$ cat config.mk
export PLATFORM = sky130hd
export DESIGN_NAME = result_writeback_arbiter_flat
export DESIGN_NICKNAME = d
export VERILOG_FILES = /design/src/rtl/result_writeback_arbiter_pkg.sv /design/src/rtl/result_writeback_arbiter_if.sv /design/src/rtl/result_writeback_arbiter_rr_grant.sv /design/src/rtl/result_writeback_arbiter.sv /design/src/flat_wrapper.sv
export SDC_FILE = /design/constraint.sdc
export NUM_CORES = 1
export LEC_CHECK = 0
export CAP_MARGIN = 20
export CORE_UTILIZATION = 40
export DETAILED_ROUTE_END_ITERATION = 8
export PLACE_DENSITY = 0.68
export SETUP_SLACK_MARGIN = 0.05
export SYNTH_ARGS = -nofsm -noshare
export SYNTH_HDL_FRONTEND = slang
export SYNTH_SLANG_ARGS = --single-unit
export TNS_END_PERCENT = 20
$ cat constraint.sdc
create_clock -name clk -period 4.36 [get_ports clk]
set_clock_uncertainty 0.2 [all_clocks]
set_input_delay 1.09 -clock clk [delete_from_list [all_inputs] [get_ports clk]]
set_output_delay 1.09 -clock clk [all_outputs]
set_load 0.01 [all_outputs]
$ cat src/rtl/result_writeback_arbiter_pkg.sv
// Shared types for the FPU result writeback arbiter: result bundle layout,
// select-control encodings and requester index constants.
package result_arb_pkg;

  localparam int unsigned REQ_ADDMUL  = 0;
  localparam int unsigned REQ_DIVSQRT = 1;
  localparam int unsigned REQ_CONVERT = 2;

  typedef enum logic [1:0] {
    SIGN_SEL_RESULT,
    SIGN_SEL_OPA,
    SIGN_SEL_OPB,
    SIGN_SEL_ZERO
  } sign_select_t;

  typedef enum logic [1:0] {
    EXP_SEL_RESULT,
    EXP_SEL_ZERO,
    EXP_SEL_ONES,
    EXP_SEL_MAX_FINITE
  } exponent_select_t;

  typedef enum logic [1:0] {
    FRAC_MSB_SEL_RESULT,
    FRAC_MSB_SEL_ZERO,
    FRAC_MSB_SEL_ONE,
    FRAC_MSB_SEL_OPA
  } fraction_msb_select_t;

  typedef enum logic [1:0] {
    FRAC_LSBS_SEL_RESULT,
    FRAC_LSBS_SEL_ZERO,
    FRAC_LSBS_SEL_ONES,
    FRAC_LSBS_SEL_OPA
  } fraction_lsbs_select_t;

  // Exponent is carried raw and interpreted as signed downstream.
  typedef struct packed {
    sign_select_t          sign_select;
    exponent_select_t      exponent_select;
    fraction_msb_select_t  fraction_msb_select;
    fraction_lsbs_select_t fraction_lsbs_select;
    logic                  result_sign;
    logic signed [9:0]     result_exponent;
    logic [31:0]           result_fraction;
  } result_bundle_t;

endpackage

$ cat src/rtl/result_writeback_arbiter_if.sv
// Request/result handshake bundle between the FPU functional units, the
// writeback arbiter and the result selection stage.
interface result_writeback_arbiter_if #(
  parameter int unsigned N_REQ = 3,
  parameter int unsigned TAG_W = $clog2(N_REQ)
) ();
  import result_arb_pkg::*;

  logic [N_REQ-1:0] req_valid;
  logic [N_REQ-1:0] req_ready;
  result_bundle_t   req_bundle [N_REQ];
  logic             out_valid;
  logic             out_ready;
  result_bundle_t   out_bundle;
  logic [TAG_W-1:0] out_tag;

  // Units and result stage side
  modport master (
    output req_valid, req_bundle, out_ready,
    input  req_ready, out_valid, out_bundle, out_tag
  );

  // Arbiter side
  modport slave (
    input  req_valid, req_bundle, out_ready,
    output req_ready, out_valid, out_bundle, out_tag
  );
endinterface

$ cat src/rtl/result_writeback_arbiter_rr_grant.sv
// Combinational one-hot grant: first asserted request found when scanning
// upward (with wrap) from the pointer. Pointer of zero gives fixed priority.
module rr_grant #(
  parameter int unsigned N_REQ = 3,
  parameter int unsigned TAG_W = $clog2(N_REQ)
) (
  input  logic [N_REQ-1:0] req_i,
  input  logic             en_i,
  input  logic [TAG_W-1:0] ptr_i,
  output logic [N_REQ-1:0] gnt_o,
  output logic [TAG_W-1:0] idx_o
);

  int unsigned pos;
  logic        found;

  // Scan from the pointer, wrapping, and grant the first requester seen
  always_comb begin
    gnt_o = '0;
    idx_o = '0;
    found = 1'b0;
    pos   = 0;
    for (int unsigned k = 0; k < N_REQ; k++) begin
      pos = int'(ptr_i) + k;
      if (pos >= N_REQ) pos = pos - N_REQ;
      if (en_i && !found && req_i[pos]) begin
        found      = 1'b1;
        gnt_o[pos] = 1'b1;
        idx_o      = TAG_W'(pos);
      end
    end
  end

endmodule

$ cat src/rtl/result_writeback_arbiter.sv
// FPU result writeback arbiter: one-entry holding buffer per functional
// unit, single grant per cycle into a registered output slot tagged with
// the source unit.
// Build option: RESULT_ARB_ROUND_ROBIN_EN selects round-robin arbitration;
// undefined gives fixed priority with requester 0 (add/mul) highest.
module result_writeback_arbiter #(
  parameter int unsigned N_REQ = 3,
  parameter int unsigned TAG_W = $clog2(N_REQ)
) (
  input  logic                        clk,
  input  logic                        reset,
  result_writeback_arbiter_if.slave   bus,
  output logic [$clog2(N_REQ+2)-1:0]  pending
);
  import result_arb_pkg::*;

  localparam int unsigned CNT_W = $clog2(N_REQ + 2);

  logic [N_REQ-1:0] buf_valid_q, buf_valid_d;
  result_bundle_t   buf_q [N_REQ];
  logic [N_REQ-1:0] grant, accept;
  logic [TAG_W-1:0] grant_idx, rr_ptr;
  logic             slot_free, any_grant;

  logic             out_valid_q, out_valid_d;
  result_bundle_t   out_bundle_q, out_bundle_d;
  logic [TAG_W-1:0] out_tag_q, out_tag_d;
  logic [CNT_W-1:0] pend_cnt;

  assign slot_free = ~out_valid_q | bus.out_ready;
  assign any_grant = |grant;

  rr_grant #(.N_REQ(N_REQ), .TAG_W(TAG_W)) u_grant (
    .req_i (buf_valid_q),
    .en_i  (slot_free),
    .ptr_i (rr_ptr),
    .gnt_o (grant),
    .idx_o (grant_idx)
  );

`ifdef RESULT_ARB_ROUND_ROBIN_EN
  logic [TAG_W-1:0] rr_ptr_q;

  // Pointer moves just past the most recently granted requester
  always_ff @(posedge clk or posedge reset) begin
    if (reset)          rr_ptr_q <= '0;
    else if (any_grant) rr_ptr_q <= (grant_idx == TAG_W'(N_REQ - 1)) ? '0
                                                                    : grant_idx + TAG_W'(1);
  end
  assign rr_ptr = rr_ptr_q;
`else
  assign rr_ptr = '0;
`endif

  // A buffer draining this cycle can be refilled in the same edge
  assign bus.req_ready = ~buf_valid_q | grant;
  assign accept        = bus.req_valid & bus.req_ready;
  assign buf_valid_d   = accept | (buf_valid_q & ~grant);

  // Buffer occupancy flags
  always_ff @(posedge clk or posedge reset) begin
    if (reset) buf_valid_q <= '0;
    else       buf_valid_q <= buf_valid_d;
  end

  // Buffer payload; only meaningful while its flag is set, so no reset
  always_ff @(posedge clk) begin
    for (int unsigned i = 0; i < N_REQ; i++) begin
      if (accept[i]) buf_q[i] <= bus.req_bundle[i];
    end
  end

  // Output slot next state: load on grant, clear on drain, else hold
  always_comb begin
    out_valid_d  = out_valid_q;
    out_bundle_d = out_bundle_q;
    out_tag_d    = out_tag_q;
    if (any_grant) begin
      out_valid_d  = 1'b1;
      out_bundle_d = buf_q[grant_idx];
      out_tag_d    = grant_idx;
    end else if (bus.out_ready) begin
      out_valid_d  = 1'b0;
    end
  end

  // Output slot registers
  always_ff @(posedge clk or posedge reset) begin
    if (reset) begin
      out_valid_q  <= 1'b0;
      out_bundle_q <= '0;
      out_tag_q    <= '0;
    end else begin
      out_valid_q  <= out_valid_d;
      out_bundle_q <= out_bundle_d;
      out_tag_q    <= out_tag_d;
    end
  end

  // Occupancy: filled buffers plus the output slot
  always_comb begin
    pend_cnt = CNT_W'(out_valid_q);
    for (int unsigned i = 0; i < N_REQ; i++) begin
      pend_cnt = pend_cnt + CNT_W'(buf_valid_q[i]);
    end
  end

  assign bus.out_valid  = out_valid_q;
  assign bus.out_bundle = out_bundle_q;
  assign bus.out_tag    = out_tag_q;
  assign pending        = pend_cnt;

endmodule

$ cat src/flat_wrapper.sv
// flat-port wrapper written by rule: the top's interface ports become plain ports
module result_writeback_arbiter_flat import result_arb_pkg::*;
#(
  parameter int unsigned N_REQ = 3,
  parameter int unsigned TAG_W = $clog2(N_REQ)
)
  (clk, reset, pending, bus_req_valid, bus_req_bundle, bus_out_ready, bus_req_ready, bus_out_valid, bus_out_bundle, bus_out_tag);
  result_writeback_arbiter_if #(.N_REQ(N_REQ), .TAG_W(TAG_W)) bus_i ();
  input  logic clk;
  input  logic reset;
  output logic [$clog2(N_REQ+2)-1:0] pending;
  input wire logic [$bits(bus_i.req_valid)-1:0] bus_req_valid;
  input wire logic [$bits(bus_i.req_bundle)-1:0] bus_req_bundle;
  input wire logic [$bits(bus_i.out_ready)-1:0] bus_out_ready;
  output wire logic [$bits(bus_i.req_ready)-1:0] bus_req_ready;
  output wire logic [$bits(bus_i.out_valid)-1:0] bus_out_valid;
  output wire logic [$bits(bus_i.out_bundle)-1:0] bus_out_bundle;
  output wire logic [$bits(bus_i.out_tag)-1:0] bus_out_tag;
  assign bus_i.req_valid = bus_req_valid;
  assign bus_i.req_bundle = {>>{bus_req_bundle}};
  assign bus_i.out_ready = bus_out_ready;
  assign bus_req_ready = bus_i.req_ready;
  assign bus_out_valid = bus_i.out_valid;
  assign bus_out_bundle = bus_i.out_bundle;
  assign bus_out_tag = bus_i.out_tag;
  result_writeback_arbiter #(.N_REQ(N_REQ), .TAG_W(TAG_W)) u_core (.clk(clk), .reset(reset), .bus(bus_i), .pending(pending));
endmodule
==> run_results.csv, run 1 <==
group,metric,value,unit
run_status,outcome,"finished clean",
synth,ys.flop_type,"edfxtp_1",
cells_and_area,seq_area,6020,um2
clock_tree,insertion_delay,0.52,ns
power,powerDensity,433,nW/um2
setup_path,critPathLaunch,"u_core.buf_valid_q[0]",
die,dieArea,20800,um2
synth,ys_warn_count,0,
route,wl,20500,um
clock_tree,cts_setup_buffers,0,
global_routing,grt_max_degree,56,
setup_path,reg2reg_slack,1.70,ns
placed_design,dp.final_hpwl,13400,um
run,max_cap_violations,0,
sta,period_needed,3.96,ns
power,vdd_drop_max,0.371,mV
route,vias,5527,
global_routing,busiest_layer,"met2",
route,routed_via_density,5.11,
setup_path,path_class,"flop to primary output",
die,pin_count,219,
power,leakage,4.31,nW
setup_path,r2r_end,"u_core.bus.out_bundle[29]",
clock_tree,path_clk_slew,0.06,ns
synth,synth.ff_latch_count,210,
synth,yosys.area.top_type_share,56.6,%
cells_and_area,multi_input_area,1850,um2
placed_design,port-buffer-count,218,
global_routing,grt_pass1_vias,5590,
die,core_area,19700,um2
setup_path,worstSetupEndpoint,"pending[1]",
cells_and_area,syn2layout_area_growth,39.4,%
die,initial_utilization,41.3,%
clock_tree,ctsHoldBuffers,0,
synth,synth_edf_count,153,
hold_path,min_path_type,"flop to flop",
sta,max_freq,0.252,GHz
global_routing,use_met1,25.8,%
route,firstDrtPassIters,5,
clock_tree,htreeDepth,1,
sta,rsz0062_at_grt,"false",
global_routing,met2_usage,34.0,%
die,num_rows,51,
setup_path,cp.arrival,2.67,ns
sta,tns,0,ns
synth,ys_seq_area_share,74.2,%
route,drt_iter0_drc,303,
global_routing,grt_use_met3,3.54,%
setup_path,cp.required,3.07,ns
sta,relSlewSlack,35.6,%
global_routing,grt_use_total,19.9,%
synth,synth.avg_cell_area,13.8,um2
die,die_height,144,um
global_routing,antenna_found_initial,0,
die,die_width,144,um
setup_path,rr_worst_depth,6,
setup_path,cp-end-kind,"primary output",
power,p_total,0.00490,W
sta,setup_viol,0,
cells_and_area,nets,962,
synth,synth_most_common_cell,"nand2_1",
placed_design,gp_congestion,0.820,
sta,final-hold-violation-count,0,
synth,yosys.area.top_type,"edfxtp_1",
setup_path,startpoint_type,"flop",
global_routing,grt_first_pass_wirelength,31200,um
sta,drv_slew,0,
synth,synthCells,589,
route,post_drt_wl_per_cell,19.0,um
cells_and_area,drive_gt1_share,7.96,%
clock_tree,cts_resized,0,
clock_tree,clk_path_buf_depth,3,
setup_path,r2r-start,"u_core.buf_valid_q[2]",
clock_tree,root_buffer,"clkbuf_16",
cells_and_area,antenna_cells,0,
synth,async_flop_share,27.1,%
sta,worstMarginPinSlew,0.965,ns
global_routing,grt_overflow_total,0,
synth,synthTopCellsByCount,"156 x nand2_1, 153 x edfxtp_1, 57 x dfrtp_1",
route,drc,0,
sta,fin_crit_sh,90.9,%
route,ant_nets,0,
synth,synth.distinct_cells,26,
synth,synth_area,8110,um2
clock_tree,cts_buffers,23,
cells_and_area,fillers,1580,
synth,synth_nets,751,
setup_path,critPathMaxFanout,8,
clock_tree,tritoncts,"yes",
clock_tree,clock_sinks,210,
synth,yosys-top-cells-area,"edfxtp_1 57%, dfrtp_1 18%, nand2_1 7.2%",
==> metal layers <==
layer | up-vias | wire length (um)
met5 | - | 0
met4 | 0 | 442
met3 | 38 | 1430
met2 | 225 | 10300
met1 | 2659 | 8300
li1 | 2605 | -
==> cells by family (layout without fill, tap and decap cells) <==
kind of cell	count (synthesis)	in the layout	synth area share, %
buffers and inverters	47	275	3.15
AOI/OAI and AO/OA	158	158	13.4
and+or+nand+nor	171	171	8.67
adders and majority gates	3	3	0.555
DFF	210	210	74.2
==> metrics by stage <==
step,hold WS (ns),std cells,cell area (um2),worst slack (ns),utilization (%)
after global routing,0.297,1082,11300,0.304,57.5
after floorplan,0.311,589,8110,1.00,-
final,0.277,1082,11300,0.397,57.5
after detailed placement,0.267,1039,10500,0.531,53.4
after CTS,0.279,1081,11300,0.372,57.4
after global placement,0.260,1039,10500,0.547,53.4
==> worst max-delay path: stages, from the launching register on <==
cell             delay [ns]
dfrtp_1                0.59
ha_1                   0.33
fa_1                   0.43
ha_1                   0.28
clkdlybuf4s50_1        0.53
==> final cells by class <==
type                    instances  area share [%]
flip-flops and latches        210            53.3
repair buffers                232            20.5
multi-input cells             332            16.4
clock buffers                  32            5.66
clock inverters                10            1.21
well taps                     265            2.93
inverters                       1          0.0332
==> where the power goes <==
group,switching (W),internal [W]
Sequential,0.0000572,0.00228
Combinational,0.000268,0.000323
Clock,0.000766,0.00121
==> worst min-delay path by stage <==
stage | to | slack (ns) | depth (start not counted) | startpoint
floorplan | u_core.bus.out_bundle[44] | 0.31 | 2 | u_core.bus.out_bundle[44]
global placement | u_core.bus.out_bundle[28] | 0.26 | 2 | u_core.bus.out_bundle[28]
detailed placement | u_core.bus.out_bundle[32] | 0.27 | 2 | u_core.bus.out_bundle[32]
CTS | u_core.bus.out_bundle[32] | 0.28 | 2 | u_core.bus.out_bundle[32]
global route | u_core.bus.out_bundle[28] | 0.30 | 2 | u_core.bus.out_bundle[28]
finish | u_core.bus.out_bundle[32] | 0.28 | 2 | u_core.bus.out_bundle[32]
==> state kept, by name (all words and copies together) (netlist names) <==
name / flops
u_core.bus.out_tag: 2
u_core.bus.out_bundle: 51
u_core.buf_valid_q: 3
u_core.buf_q: 153
u_core.bus.out_valid: 1
==> cell usage in the layout, fill, tap and decap left out, types with 2 or more instances in the layout <==
master	count
a21oi_1	53
a22oi_1	51
and2_2	3
buf_4	12
bufinv_16	3
clkbuf_1	6
clkbuf_16	23
clkbuf_8	3
clkdlybuf4s50_1	218
clkinv_1	3
clkinv_2	3
dfrtp_1	55
dfrtp_2	2
edfxtp_1	153
ha_1	2
nand2_1	156
nand2b_1	4
o31ai_1	47
o31ai_2	4
Note: power is estimated with default switching activity, not from simulation.
==> run 2: changes to the inputs <==
CTS_CLUSTER_SIZE = 12   (was not set)
clock period = 4.3 ns   (was 4.36 ns; I/O delays follow)
==> run 2 against run 1 <==
- die area stayed put
- global-route usage hardly changed
- worst hold slack worse by 0.0028 ns
- critical path type unchanged
==> run_results.csv, run 2 (synthesis results as in run 1) <==
group,metric,value,unit
run_status,outcome,"finished clean",
power,vdd_drop_max,0.226,mV
die,num_rows,51,
cells_and_area,drive_gt1_share,7.71,%
clock_tree,cts_setup_buffers,0,
route,drt_iter0_drc,379,
setup_path,critPathMaxFanout,8,
route,drc,0,
setup_path,cp-end-kind,"primary output",
cells_and_area,seq_area,6020,um2
global_routing,grt_first_pass_wirelength,31300,um
sta,setup_viol,0,
power,p_int,0.00378,W
route,vias,5566,
die,initial_utilization,41.3,%
global_routing,grt_max_degree,53,
power,switching_share,22.5,%
route,post_drt_wl_per_cell,19.1,um
cells_and_area,final_common_cell,"clkdlybuf4s50_1",
power,p_clk_share,39.2,%
global_routing,grt_pass1_vias,5662,
clock_tree,clock_sinks,210,
sta,tns,0,ns
die,pin_count,219,
sta,rsz0062_at_grt,"false",
global_routing,grt_use_total,19.9,%
power,powerDensity,434,nW/um2
sta,fin_crit_sh,91.9,%
clock_tree,cts_resized,0,
cells_and_area,final_area,11200,um2
global_routing,antenna_found_initial,0,
placed_design,place_area,10500,um2
sta,drv_slew,0,
placed_design,gp_congestion,0.815,
placed_design,dp.final_hpwl,13500,um
clock_tree,clk_path_buf_depth,3,
cells_and_area,antenna_cells,0,
setup_path,cp.arrival,2.68,ns
sta,max_freq,0.253,GHz
sta,whs,0.274,ns
clock_tree,htreeDepth,1,
run,max_cap_violations,0,
cells_and_area,nets,962,
sta,worstMarginPinSlew,0.997,ns
clock_tree,ctsHoldBuffers,0,
die,die_height,144,um
die,dieArea,20800,um2
cells_and_area,fin_util,57.2,%
power,switching_power,0.00110,W
clock_tree,path_clk_slew,0.06,ns
sta,final-hold-violation-count,0,
setup_path,cp.required,3.02,ns
cells_and_area,largest_register_ffs,153,
clock_tree,insertion_delay,0.51,ns
hold_path,min_path_type,"flop to flop",
placed_design,port-buffer-count,218,
clock_tree,root_buffer,"clkbuf_16",
cells_and_area,syn2layout_area_growth,38.7,%
route,ant_nets,0,
global_routing,grt_overflow_total,0,
sta,relSlewSlack,33.5,%
cells_and_area,fillers,1626,
route,firstDrtPassIters,8,
power,leakage,4.28,nW
die,die_width,144,um
power,seq_power_share,48.7,%
setup_path,startpoint_type,"flop",
power,p_comb_share,12.2,%
route,wl,20700,um
sta,period_needed,3.95,ns
route,routed_via_density,5.14,
clock_tree,tritoncts,"yes",
cells_and_area,final_cell_mix,"218 x clkdlybuf4s50_1, 156 x nand2_1, 153 x edfxtp_1",
clock_tree,cts_buffers,23,
die,core_area,19700,um2
cells_and_area,top_register,"u_core.buf_q",
cells_and_area,multi_input_area,1850,um2
setup_path,path_class,"flop to primary output",
-- run 2: changes by cell type in the layout (fill, tap and decap cells not counted) --
cell       previous run  this run
buf_12                1         2
clkbuf_1              6         9
buf_16                1         0
bufinv_16             3         2
inv_6                 0         1
clkinv_1              3         2
inv_16                1         0
clkbuf_8              3         2
-- run 2: cell type report --
cell class,instances,share of cell area [%]
clock buffer,34,5.66
clock inverter,8,0.812
inverter,1,0.0334
multi-input combinational,332,16.4
sequential,210,53.6
tap,265,2.95
timing repair buffer,232,20.6
-- run 2: metal layers --
| metal | routed length [um] | global-route usage, % | share of wire [%] |
|---|---|---|---|
| met1 | 8220 | 25.1 | 40 |
| met2 | 10100 | 32.9 | 49 |
| met3 | 1470 | 3.84 | 7.1 |
| met4 | 870 | 9.53 | 4.2 |
| met5 | 0 | 0 | 0 |
-- run 2: final timing paths --
check	from	endpoint	slack, ns	cells after the start
max reg2reg	u_core.buf_valid_q[1]	u_core.bus.out_bundle[2]	1.72	6
min in group asynchronous	reset	u_core.bus.out_bundle[43]	0.78	2
max	u_core.buf_valid_q[0]	pending[1]	0.35	4
min reg2reg	u_core.bus.out_bundle[30]	u_core.bus.out_bundle[30]	0.27	2
min	u_core.bus.out_bundle[30]	u_core.bus.out_bundle[30]	0.27	2
max in group asynchronous	reset	u_core.bus.out_bundle[30]	2.25	3
-- run 2: critical path, cell delays in order, from the launching register on --
cell and delay, ns:
dfrtp_1 0.59, ha_1 0.33, fa_1 0.43, ha_1 0.28, clkdlybuf4s50_1 0.53
-- run 2: stage by stage --
stage / total power (W) / setup WS, ns / instances
6_report: 0.00488 / 0.350 / 1082
5_1_grt: 0.00506 / 0.216 / 1082
4_1_cts: 0.00492 / 0.328 / 1081
3_5_place_dp: 0.00301 / 0.473 / 1039
3_3_place_gp: 0.00300 / 0.504 / 1039
2_1_floorplan: 0.00265 / 0.959 / 589
-- run 2: power groups by stage --
| stage | logic [W] | clock network [W] | registers, W |
|---|---|---|---|
| after CTS | 0.000599 | 0.00195 | 0.00238 |
| after floorplan | 0.000222 | 0 | 0.00243 |
| after detailed placement | 0.000596 | 0 | 0.00241 |
| final | 0.000593 | 0.00191 | 0.00237 |
| after global placement | 0.000586 | 0 | 0.00241 |
| after global routing | 0.000643 | 0.00203 | 0.00238 |
==> run 3: changes to the inputs <==
CAP_MARGIN = not set   (was 20)
==> run 3 against run 2 <==
- via count hardly changed
- setup slack hardly changed
- clock power hardly changed
- final cell count hardly changed
- final area is 0.18% lower
- core utilization is 0.10 points lower
- combinational power hardly changed
- worst hold slack hardly changed
- critical path type unchanged
- largest cell class unchanged
==> run_results.csv, run 3 (synthesis results as in run 1) <==
group,metric,value,unit
setup_path,critPathLaunch,"u_core.buf_valid_q[0]",
clock_tree,ctsHoldBuffers,0,
clock_tree,cts_setup_buffers,0,
placed_design,port-buffer-count,218,
global_routing,grt_pass1_vias,5662,
global_routing,grt_max_degree,53,
run_status,outcome,"finished clean",
power,p_int,0.00378,W
die,initial_utilization,41.3,%
clock_tree,root_buffer,"clkbuf_16",
power,vdd_drop_max,0.226,mV
setup_path,r2r-start,"u_core.buf_valid_q[1]",
route,firstDrtPassIters,4,
sta,final-hold-violation-count,0,
power,leakage,4.27,nW
placed_design,dp.final_hpwl,13500,um
setup_path,cp_slowest_cell,"dfrtp_1",
cells_and_area,nets,961,
sta,rsz0062_at_grt,"false",
sta,tns,0,ns
power,switching_share,22.5,%
route,routed_via_density,5.15,
sta,fin_crit_sh,91.9,%
clock_tree,tritoncts,"yes",
die,pin_count,219,
route,post_drt_wl_per_cell,19.1,um
global_routing,grt_use_total,19.9,%
setup_path,crit_top_cell,"ha_1",
die,die_height,144,um
cells_and_area,final_common_cell,"clkdlybuf4s50_1",
sta,max_freq,0.253,GHz
route,vias,5565,
placed_design,dp_cells,1039,
setup_path,cp_top_family,"adder cells",
route,drc,0,
hold_path,min_from,"u_core.bus.out_bundle[30]",
global_routing,grt_first_pass_wirelength,31300,um
route,drt_iter0_drc,435,
power,switching_power,0.00110,W
setup_path,startpoint_type,"flop",
sta,setup_viol,0,
clock_tree,clk_path_buf_depth,3,
setup_path,cp.arrival,2.68,ns
setup_path,cp-end-kind,"primary output",
route,wl,20700,um
clock_tree,clock_sinks,210,
die,die_width,144,um
sta,relSlewSlack,27.7,%
cells_and_area,stdcell_count,1081,
cells_and_area,top_register,"u_core.buf_q",
sta,whs,0.275,ns
die,dieArea,20800,um2
setup_path,path_cells,"ha_1 -> fa_1 -> ha_1 -> clkdlybuf4s50_1",
cells_and_area,largest_register_ffs,153,
global_routing,antenna_found_initial,0,
setup_path,slowest_delay,0.59,ns
cells_and_area,syn2layout_area_growth,38.4,%
setup_path,critPathMaxFanout,8,
power,powerDensity,434,nW/um2
cells_and_area,final_cell_mix,"218 x clkdlybuf4s50_1, 156 x nand2_1, 153 x edfxtp_1",
route,ant_nets,0,
cells_and_area,drive_gt1_share,7.60,%
placed_design,gp_congestion,0.815,
setup_path,path_class,"flop to primary output",
hold_path,min_path_type,"flop to flop",
clock_tree,insertion_delay,0.51,ns
run,max_cap_violations,0,
setup_path,cp.required,3.02,ns
clock_tree,cts_buffers,23,
cells_and_area,fin_util,57.1,%
power,p_total,0.00488,W
clock_tree,htreeDepth,1,
clock_tree,cts_resized,0,
clock_tree,path_clk_slew,0.06,ns
power,p_comb_share,12.1,%
global_routing,grt_overflow_total,0,
cells_and_area,antenna_cells,0,
sta,drv_slew,0,
die,num_rows,51,
setup_path,cp.buffers_inverters,1,
sta,period_needed,3.95,ns
sta,worstMarginPinSlew,1.08,ns
power,seq_power_share,48.7,%
power,p_clk_share,39.2,%
die,core_area,19700,um2
## run 3: worst paths after layout
path | endpoint | slack, ns | cells after the start
min in group asynchronous | u_core.bus.out_bundle[33] | 0.78 | 2
max in group asynchronous | u_core.bus.out_bundle[30] | 2.24 | 3
min reg2reg | u_core.bus.out_bundle[30] | 0.27 | 2
min | u_core.bus.out_bundle[30] | 0.27 | 2
max | pending[1] | 0.35 | 4
max reg2reg | u_core.bus.out_bundle[2] | 1.33 | 5
## run 3: tightest hold or removal path, delay by kind of cell, from the launching register on
kind | cells | cell delay [ns]
compound gates | 1 | 0.05
flops | 1 | 0.33
simple gates | 1 | 0.05
## run 3: through the flow
step,cell area (um2),worst slack [ns]
2_1_floorplan,8110,0.959
3_3_place_gp,10500,0.504
3_5_place_dp,10500,0.473
4_1_cts,11200,0.328
5_1_grt,11200,0.216
6_report,11200,0.350
## run 3: power groups by stage
stage | clock (W) | combinational (W) | sequential, W
CTS | 0.00195 | 0.000599 | 0.00238
floorplan | 0 | 0.000222 | 0.00243
global route | 0.00203 | 0.000641 | 0.00238
detailed placement | 0 | 0.000596 | 0.00241
global placement | 0 | 0.000586 | 0.00241
finish | 0.00191 | 0.000591 | 0.00237
## run 3: final cells by class
| type | instances | area [um2] |
|---|---|---|
| well taps | 265 | 332 |
| clock inverters | 8 | 91.3 |
| fillers | 1627 | 8430 |
| flip-flops and latches | 210 | 6020 |
| inverters | 1 | 3.75 |
| clock buffers | 34 | 637 |
| multi-input cells | 332 | 1850 |
| repair buffers | 231 | 2290 |
## run 3: metal layers
layer	routed length (um)	global-route usage, %	vias up
met3	1450	3.84	56
met2	10200	32.9	243
met5	0	0	-
li1	-	-	2587
met4	891	9.53	0
met1	8160	25.1	2679
